File: src/rtl/mem_lsu.sv
// MEM-stage load/store unit: decodes the memory op, drives a req/ack data bus,
// aligns/extends load data and stalls the pipeline while the access is outstanding.
module mem_lsu #(
   parameter int unsigned ADDR_W = 32
) (
   input  logic              clk,
   input  logic              rst,
   input  logic [5:0]        stall,
   input  logic [3:0]        mem_op,
   input  logic [31:0]       mem_addr,
   input  logic [31:0]       mem_sdata,
   input  logic [31:0]       mem_wdata,
   input  logic [4:0]        mem_wd,
   input  logic              mem_wreg,
   input  logic [31:0]       mem_pc,
   output logic [31:0]       wdata0,
   output logic [4:0]        mem_wd0,
   output logic              mem_wreg0,
   output logic [31:0]       mem_pc_o,
   output logic              stallreq_mem,
   output logic              excp_adel,
   output logic              excp_ades,
   output logic              dbus_req,
   output logic              dbus_we,
   output logic [ADDR_W-1:0] dbus_addr,
   output logic [3:0]        dbus_sel,
   output logic [31:0]       dbus_wdata,
   input  logic              dbus_ack,
   input  logic [31:0]       dbus_rdata
);

   typedef enum logic [1:0] {IDLE, WAIT, DONE} state_t;

   localparam logic [3:0] OP_LB = 4'd1, OP_LBU = 4'd2, OP_LH = 4'd3, OP_LHU = 4'd4,
                          OP_LW = 4'd5, OP_SB = 4'd6, OP_SH = 4'd7, OP_SW = 4'd8;

   state_t            state_q, state_d;
   logic [31:0]       load_q, load_d;
   logic              ld_en;
   logic              we_q;
   logic [ADDR_W-1:0] addr_q;
   logic [3:0]        sel_q;
   logic [31:0]       wdata_q;
   logic [3:0]        op_q;
   logic [1:0]        lane_q;

   logic              is_load, is_store, mis, issue;
   logic [3:0]        sel_c;
   logic [31:0]       wdata_c;
   logic              unused_stall;

   assign unused_stall = ^{stall[5], stall[3:0]};

   // Pick the addressed byte/half of a full bus word and extend it
   function automatic logic [31:0] extend(input logic [3:0] op, input logic [1:0] lane,
                                          input logic [31:0] d);
      logic [7:0]  b;
      logic [15:0] h;
      b = d[{lane, 3'b000} +: 8];
      h = lane[1] ? d[31:16] : d[15:0];
      case (op)
         OP_LB:   extend = {{24{b[7]}}, b};
         OP_LBU:  extend = {24'd0, b};
         OP_LH:   extend = {{16{h[15]}}, h};
         OP_LHU:  extend = {16'd0, h};
         default: extend = d;
      endcase
   endfunction

   // Op decode, alignment check and bus lane/data encoding
   always_comb begin
      is_load  = (mem_op >= OP_LB) && (mem_op <= OP_LW);
      is_store = (mem_op >= OP_SB) && (mem_op <= OP_SW);
      case (mem_op)
         OP_LH, OP_LHU, OP_SH: mis = mem_addr[0];
         OP_LW, OP_SW:         mis = |mem_addr[1:0];
         default:              mis = 1'b0;
      endcase
      issue = (is_load || is_store) && !mis;
      case (mem_op)
         OP_LB, OP_LBU, OP_SB: sel_c = 4'b0001 << mem_addr[1:0];
         OP_LH, OP_LHU, OP_SH: sel_c = mem_addr[1] ? 4'b1100 : 4'b0011;
         default:              sel_c = 4'b1111;
      endcase
      case (mem_op)
         OP_SB:   wdata_c = {4{mem_sdata[7:0]}};
         OP_SH:   wdata_c = {2{mem_sdata[15:0]}};
         default: wdata_c = mem_sdata;
      endcase
   end

   always_comb begin
      state_d      = state_q;
      ld_en        = 1'b0;
      load_d       = 32'd0;
      wdata0       = 32'd0;
      mem_wd0      = 5'd0;
      mem_wreg0    = 1'b0;
      mem_pc_o     = 32'd0;
      stallreq_mem = 1'b0;
      excp_adel    = 1'b0;
      excp_ades    = 1'b0;
      dbus_req     = 1'b0;
      dbus_we      = 1'b0;
      dbus_addr    = '0;
      dbus_sel     = 4'd0;
      dbus_wdata   = 32'd0;
      if (!rst) begin
         mem_wd0   = mem_wd;
         mem_pc_o  = mem_pc;
         excp_adel = is_load && mis;
         excp_ades = is_store && mis;
         wdata0    = mem_wdata;
         mem_wreg0 = mem_wreg && !is_store && !mis;
         case (state_q)
            IDLE: begin
               if (issue) begin
                  dbus_req     = 1'b1;
                  stallreq_mem = 1'b1;
                  dbus_we      = is_store;
                  dbus_addr    = ADDR_W'(mem_addr);
                  dbus_sel     = sel_c;
                  dbus_wdata   = wdata_c;
                  load_d       = extend(mem_op, mem_addr[1:0], dbus_rdata);
                  ld_en        = dbus_ack;
                  state_d      = dbus_ack ? DONE : WAIT;
               end
            end
            WAIT: begin
               dbus_req     = 1'b1;
               stallreq_mem = 1'b1;
               dbus_we      = we_q;
               dbus_addr    = addr_q;
               dbus_sel     = sel_q;
               dbus_wdata   = wdata_q;
               load_d       = extend(op_q, lane_q, dbus_rdata);
               ld_en        = dbus_ack;
               if (dbus_ack) state_d = DONE;
            end
            DONE: begin
               if (is_load) wdata0 = load_q;
               if (!stall[4]) state_d = IDLE;
            end
            default: state_d = IDLE;
         endcase
      end
   end

   // Bus fields are latched at issue so they stay stable through WAIT
   always_ff @(posedge clk) begin
      if (rst) begin
         state_q <= IDLE;
         load_q  <= 32'd0;
         we_q    <= 1'b0;
         addr_q  <= '0;
         sel_q   <= 4'd0;
         wdata_q <= 32'd0;
         op_q    <= 4'd0;
         lane_q  <= 2'd0;
      end else begin
         state_q <= state_d;
         if (ld_en) load_q <= load_d;
         if (state_q == IDLE && issue) begin
            we_q    <= is_store;
            addr_q  <= ADDR_W'(mem_addr);
            sel_q   <= sel_c;
            wdata_q <= wdata_c;
            op_q    <= mem_op;
            lane_q  <= mem_addr[1:0];
         end
      end
   end

endmodule

File: config.mk
export PLATFORM = sky130hd
export DESIGN_NAME = mem_lsu
export DESIGN_NICKNAME = d
export VERILOG_FILES = /design/src/rtl/mem_lsu.sv
export SDC_FILE = /design/constraint.sdc
export NUM_CORES = 1
export LEC_CHECK = 0
export ABC_AREA = 0
export CAP_MARGIN = 20
export CORE_UTILIZATION = 40
export DETAILED_ROUTE_END_ITERATION = 10
export GPL_TIMING_DRIVEN = 0
export PLACE_DENSITY = 0.77
export RECOVER_POWER = 25
export SLEW_MARGIN = 5
export SYNTH_ARGS = -nofsm -noshare
export SYNTH_HDL_FRONTEND = slang
export SYNTH_SLANG_ARGS = --single-unit
File: constraint.sdc
create_clock -name clk -period 2.8 [get_ports clk]
set_clock_uncertainty 0.1 [all_clocks]
set_input_delay 0.28 -clock clk [delete_from_list [all_inputs] [get_ports clk]]
set_output_delay 0.28 -clock clk [all_outputs]
set_load 0.01 [all_outputs]
==> run summary <==
Status -> finished, final reports clean
Post-synthesis sequential area ratio -> 29.0%
First-pass GRT wire length -> 45.8 mm
Die height -> 138 um
Yosys reg bits -> 107
Max incr delay on CP -> 540 ps
Worst min-delay path class -> flop to flop
CTS tree -> done
Syn avg cell area -> 6.86 um^2
Design Area, Final -> 11300 um^2
Ports -> 322
DRC viols -> 0
Net count reported at finish -> 1590
Syn Inst Count -> 1078
Vias in the first global route -> 8576
Commonest non-fill, non-tap cell in the layout -> nand2_1
Synth Flop Type -> dfxtp_1
TritonCTS buffer count -> 9
Routed via count -> 9271
Die area -> 19000 um^2
HPWL Detailed -> 23.8 mm
Peak Freq -> 361 MHz
Pin count of the biggest net entering global routing -> 20
Async set-reset flop share out of synthesis -> 0%
IO Port Bufs -> 313
Core ar. -> 18000 um^2
Fin. max-slew vios -> 0
Arrival time of the worst setup path -> 2390 ps
Netlist Area Pre-Place -> 7390 um^2
Post-Place Worst Slack -> -1240 ps
Placed instance area -> 10800 um^2
Startpoint types -> primary input
Syn Nets -> 1257
Placer Congestion -> 0.964
Yosys cell types -> 66
Drt first pass iters -> 7
Sink Count -> 107
Clk_lat worst skew -> 360 ps
Worst slew pin tran -> 1070 ps
Leakage power -> 4.39 nW
Final min period -> 2770 ps
WL/cell -> 18.7 um
Total GRT Usage -> 31.6%
DRT iter0 DRCs -> 608
Final hold viol count -> 0
Critical path capture point type -> output port
WS Path Type -> primary input to output port
Final setup viols -> 0
Cell breakdown of the critical path -> clkdlybuf4s50_1 > buf_6 > nor2_4 > a32o_2 > o21a_2 > buf_8 > buf_4 > nand2_1 > a21oi_1 > dlygate4sd2_1
Crit path buffers/inverters -> 5
H-tree depth -> 3
Critical path's slowest cell -> clkdlybuf4s50_1
Antenna violations before repair -> 0
Post-route setup TNS -> 0 ps
Vias per cell -> 5.64
Max clock buf depth -> 2
Root Buffer -> clkbuf_16
GRT overflow -> 0
Area Overhead vs Synth -> 53.2%
Post-synth EDFFs -> 0
Worst Path Required -> 2420 ps
Cell family with the largest share of critical-path delay -> buffers and inverters
Share of the cycle needed by the critical path after routing -> 98.9%
Pwr Density -> 399 nW/um^2
Worst VDD drop -> 0.294 mV
Row count -> 49
RSZ-0062 raised after global routing -> true
Ant. Diodes -> 0
Critical path fanouts, max -> 10
Layout cells sized above 1 -> 10.9%
Reg2reg setup slack -> 100 ps
Max-cap violations -> 0
Commonest non-fill, non-tap cells in the layout -> nand2_1, clkdlybuf4s50_1, a21oi_1, dfxtp_1, dlygate4sd2_1
Routed Antenna Nets -> 0
WL final -> 30.8 mm
Rel. slew slack -> 28.3%
Clk pin slew, worst setup/hold paths -> 70 ps
Die X -> 138 um
Synth warnings -> 0
Setup WS post-layout -> 31.1 ps
Initial Utilization -> 41.0%
-- repair_timing --
item / 4_1_cts / 5_1_grt
cloned: 1 / 0
pin swaps: 10 / 4
endpoints found under the setup margin: 106 / 40
setup buffers: 11 / 0
resized for setup: 183 / 35
hold buffers: 0 / 0
-- cells in the mapped netlist, types with 2 or more instances --
cell	number	share of area [%]
buf_2	34	2.3
or3_1	3	0.25
o22ai_1	3	0.25
or4b_1	2	0.27
mux4_2	2	0.61
dfxtp_1	107	29
o21ai_0	32	2.2
o21a_1	5	0.51
mux2_2	23	3.5
a21oi_1	191	13
xor2_1	2	0.24
clkbuf_1	62	3.1
o21ai_1	3	0.20
nand4bb_1	2	0.30
o32ai_1	16	1.9
buf_4	4	0.41
and3b_1	2	0.24
o211ai_1	16	1.6
nand3_1	4	0.27
nor3b_1	4	0.41
inv_1	7	0.36
a221o_1	2	0.27
buf_1	2	0.10
nor2b_1	56	4.7
a32o_1	2	0.27
a211oi_2	9	1.5
nand2_1	288	15
and3_1	8	0.68
nand3b_1	7	0.71
nor2_1	56	2.8
nor3_1	33	2.2
mux2i_1	22	3.0
nor4bb_1	2	0.27
nand2b_1	4	0.34
a221oi_1	11	1.3
a211oi_1	15	1.5
o32a_1	8	1.1
-- cells by family after synthesis --
kind of cell	after synthesis	synth area share, %
buf+inv	110	6.46
fa+ha+maj	1	0.152
xor+xnor	3	0.355
mux	47	7.09
flops	107	29.0
simple gates	481	29.3
compound gates	329	27.6
-- worst register-to-register path, cell delays in order, from the launching register on --
cell and delay (ps):
dfxtp_1 390, buf_2 340, mux4_2 580, o311a_1 450, a211oi_1 390, o32a_1 250
a211oi_2 70
-- where the power goes --
part	switching [mW]	leakage (nW)	internal, mW
registers	0.0671	0.875	1.63
logic	0.779	3.37	0.688
clock network	0.641	0.149	0.710
-- path summary, 6_finish.rpt --
| check | endpoint | start | depth (start not counted) |
|---|---|---|---|
| max | dbus_addr[8] | mem_addr[1] | 10 |
| min | addr_q[7] | addr_q[7] | 2 |
| max reg2reg | load_q[15] | addr_q[1] | 6 |
| min reg2reg | addr_q[7] | addr_q[7] | 2 |
-- flip-flops by register name (all words and copies together), names as in the netlist --
signal / count
wdata_q: 32
load_q: 32
addr_q: 32
state_q: 2
sel_q: 4
op_q: 4
we_q: 1
-- final cells by class --
cell class,instances,area (um^2)
clock buffer,9,225
multi-input combinational,861,4900
timing repair buffer,325,3100
clock inverter,7,88.8
fill,1726,6700
inverter,7,26.3
sequential,107,2140
buffer,100,562
tap,229,287
-- per-stage QoR --
| stage | cells | power, mW | hold WS (ps) | util (%) |
|---|---|---|---|---|
| 3_5_place_dp | 1620 | 3.17 | 347 | 60.0 |
| 5_1_grt | 1645 | 4.73 | 373 | 62.8 |
| 6_report | 1645 | 4.52 | 357 | 62.8 |
| 2_1_floorplan | 1078 | 2.46 | 259 | - |
| 3_3_place_gp | 1620 | 3.16 | 341 | 60.0 |
| 4_1_cts | 1645 | 4.52 | 358 | 62.8 |
-- routing by layer --
layer / routed length, um / GRT usage, % / part of all wire (%)
met5: 0 / 0 / 0
met4: 1360 / 16.7 / 4.4
met3: 2720 / 6.36 / 8.8
met2: 14700 / 54.0 / 48
met1: 12000 / 37.0 / 39
No activity file was read; power rests on OpenSTA's default activity.
==> RTL edit, RTL diff (config.mk and constraints unchanged) <==
Set the parameter `ADDR_W` to 48 (it was 32).
--- a/src/rtl/mem_lsu.sv
+++ b/src/rtl/mem_lsu.sv
@@ -3,3 +3,3 @@
 module mem_lsu #(
-   parameter int unsigned ADDR_W = 32
+   parameter int unsigned ADDR_W = 48
 ) (
Ports: changed (resized dbus_addr); port bits go from 322 to 338. The function was not compared with the original's and may differ.
==> RTL edit against the original RTL <==
The flow now finishes with violations (negative setup slack); highest routed layer unchanged; routed wire length about the same; synthesized area decreased by 1.4%; setup slack worse by 0.081 ns; total power grew 4.1%; synthesized cell count grew 0.74%; sequential cell count unchanged; cell area up 0.68%; first-iteration DRC count up 47%.
==> RTL edit: results (changes against the original RTL) <==
WORST_SETUP_PATH_ENDPOINT='dbus_wdata[30]'  # was dbus_addr[8]
FAILED_CHECKS='negative setup slack'
FINAL_CELLS=1685  # was 1645
HOLD_WS_NS=0.3575  # was 0.3572 ns
SEQ_AREA_FRAC_SYNTH_PCT=29.38  # was 28.97%
WORST-ENDPOINT-ARRIVAL_NS=2.47  # was 2.39 ns
SW_FRAC_OF_TOTAL_PCT=33.99  # was 32.89%
GP_CONGESTION=0.9266  # was 0.9638
STATUS='finished with violations'  # was complete, no violations
DETAIL_ROUTE.WIRELENGTH_UM=30780  # was 30790 µm
GRT_USE_MET1_PCT=39.15  # was 37.02%
DRT-INITIAL-DRC-COUNT=891  # was 608
PRE_CTS_WS_NS=-1.273  # was -1.236 ns
FINALSETUPVIOLCOUNT=16  # was 0
SYNTH.TOP_CELLS.BY_AREA='dfxtp_1 29%, nand2_1 15%, a21oi_1 14%'  # was dfxtp_1 29%, nand2_1 15%, a21oi_1 13%
MET3_USE_GR_PCT=6.852  # was 6.360%
R2R_SETUP_SLACK_NS=0.15  # was 0.10 ns
WL_MET1_UM=12310  # was 11990 µm
SYNTH_XOR_XNOR_AREA_SHARE_PCT=0.3604  # was 0.3553%
FINALWORSTSETUPSLACK_NS=-0.04975  # was 0.03108 ns
AGGREGATE_NEGATIVE_SETUP_SLACK_NS=-0.3488  # was 0 ns
CRITPATHSLOWESTCELL='or4b_4'  # was clkdlybuf4s50_1
GRT_START_MAX_NET_PINS=18  # was 20
MET2_USAGE_PCT=53.93  # was 53.97%
POST_SYNTH_MOST_FREQUENT_CELLS='293 x nand2_1, 205 x a21oi_1, 107 x dfxtp_1'  # was 288 x nand2_1, 191 x a21oi_1, 107 x dfxtp_1
GRT_USAGE_PCT=32.12  # was 31.56%
POST_CTS_RESIZED=361  # was 183
ROUTED-WL-MET2_UM=14440  # was 14710 µm
BUFFER_PORTS.INSERTED=314  # was 313
DRT_FIRST_PASS_ITERS=6  # was 7
GRT_PASS1_VIAS=8361  # was 8576
YOSYSUNIQUECELLTYPES=51  # was 66
POST-CTS-SETUP-BUFFER-COUNT=22  # was 11
SETUP.WORST_PATH.START='mem_op[1]'  # was mem_addr[1]
CRIT-REG2REG-CAPTURE='load_q[22]'  # was load_q[15]
PLACED_CELLS_INCL_TAPS=1645  # was 1620
FOOTPRINT_OF_THE_MULTI_INPUT_GATES_MM2=0.004903  # was 0.004898 mm²
WORSTREGTOREGCELLS=8  # was 6
STATIC-LEAKAGE-POWER_uW=0.004444  # was 0.004394 µW
VIA_COUNT=9206  # was 9271
[RTL edit: cell types whose count changed after synthesis, moves of 9 or more]
| cell | unedited run | this run |
|---|---|---|
| a21oi_1 | 191 | 205 |
| a221oi_1 | 11 | 0 |
| a311oi_1 | 1 | 10 |
| buf_2 | 34 | 7 |
| buf_4 | 4 | 21 |
| clkbuf_1 | 62 | 71 |
| inv_1 | 7 | 21 |
| nand2b_1 | 4 | 15 |
| nor2_1 | 56 | 78 |
| nor2b_1 | 56 | 42 |
| nor3_1 | 33 | 13 |
| o221ai_1 | 0 | 9 |
| o32ai_1 | 16 | 0 |
[RTL edit: layout make-up]
type | count | area share [%]
multi-input combinational | 864 | 43.00
timing repair buffer | 344 | 27.07
sequential | 107 | 18.80
buffer | 104 | 5.376
tap | 229 | 2.513
clock buffer | 9 | 1.975
inverter | 21 | 0.6912
clock inverter | 7 | 0.5815
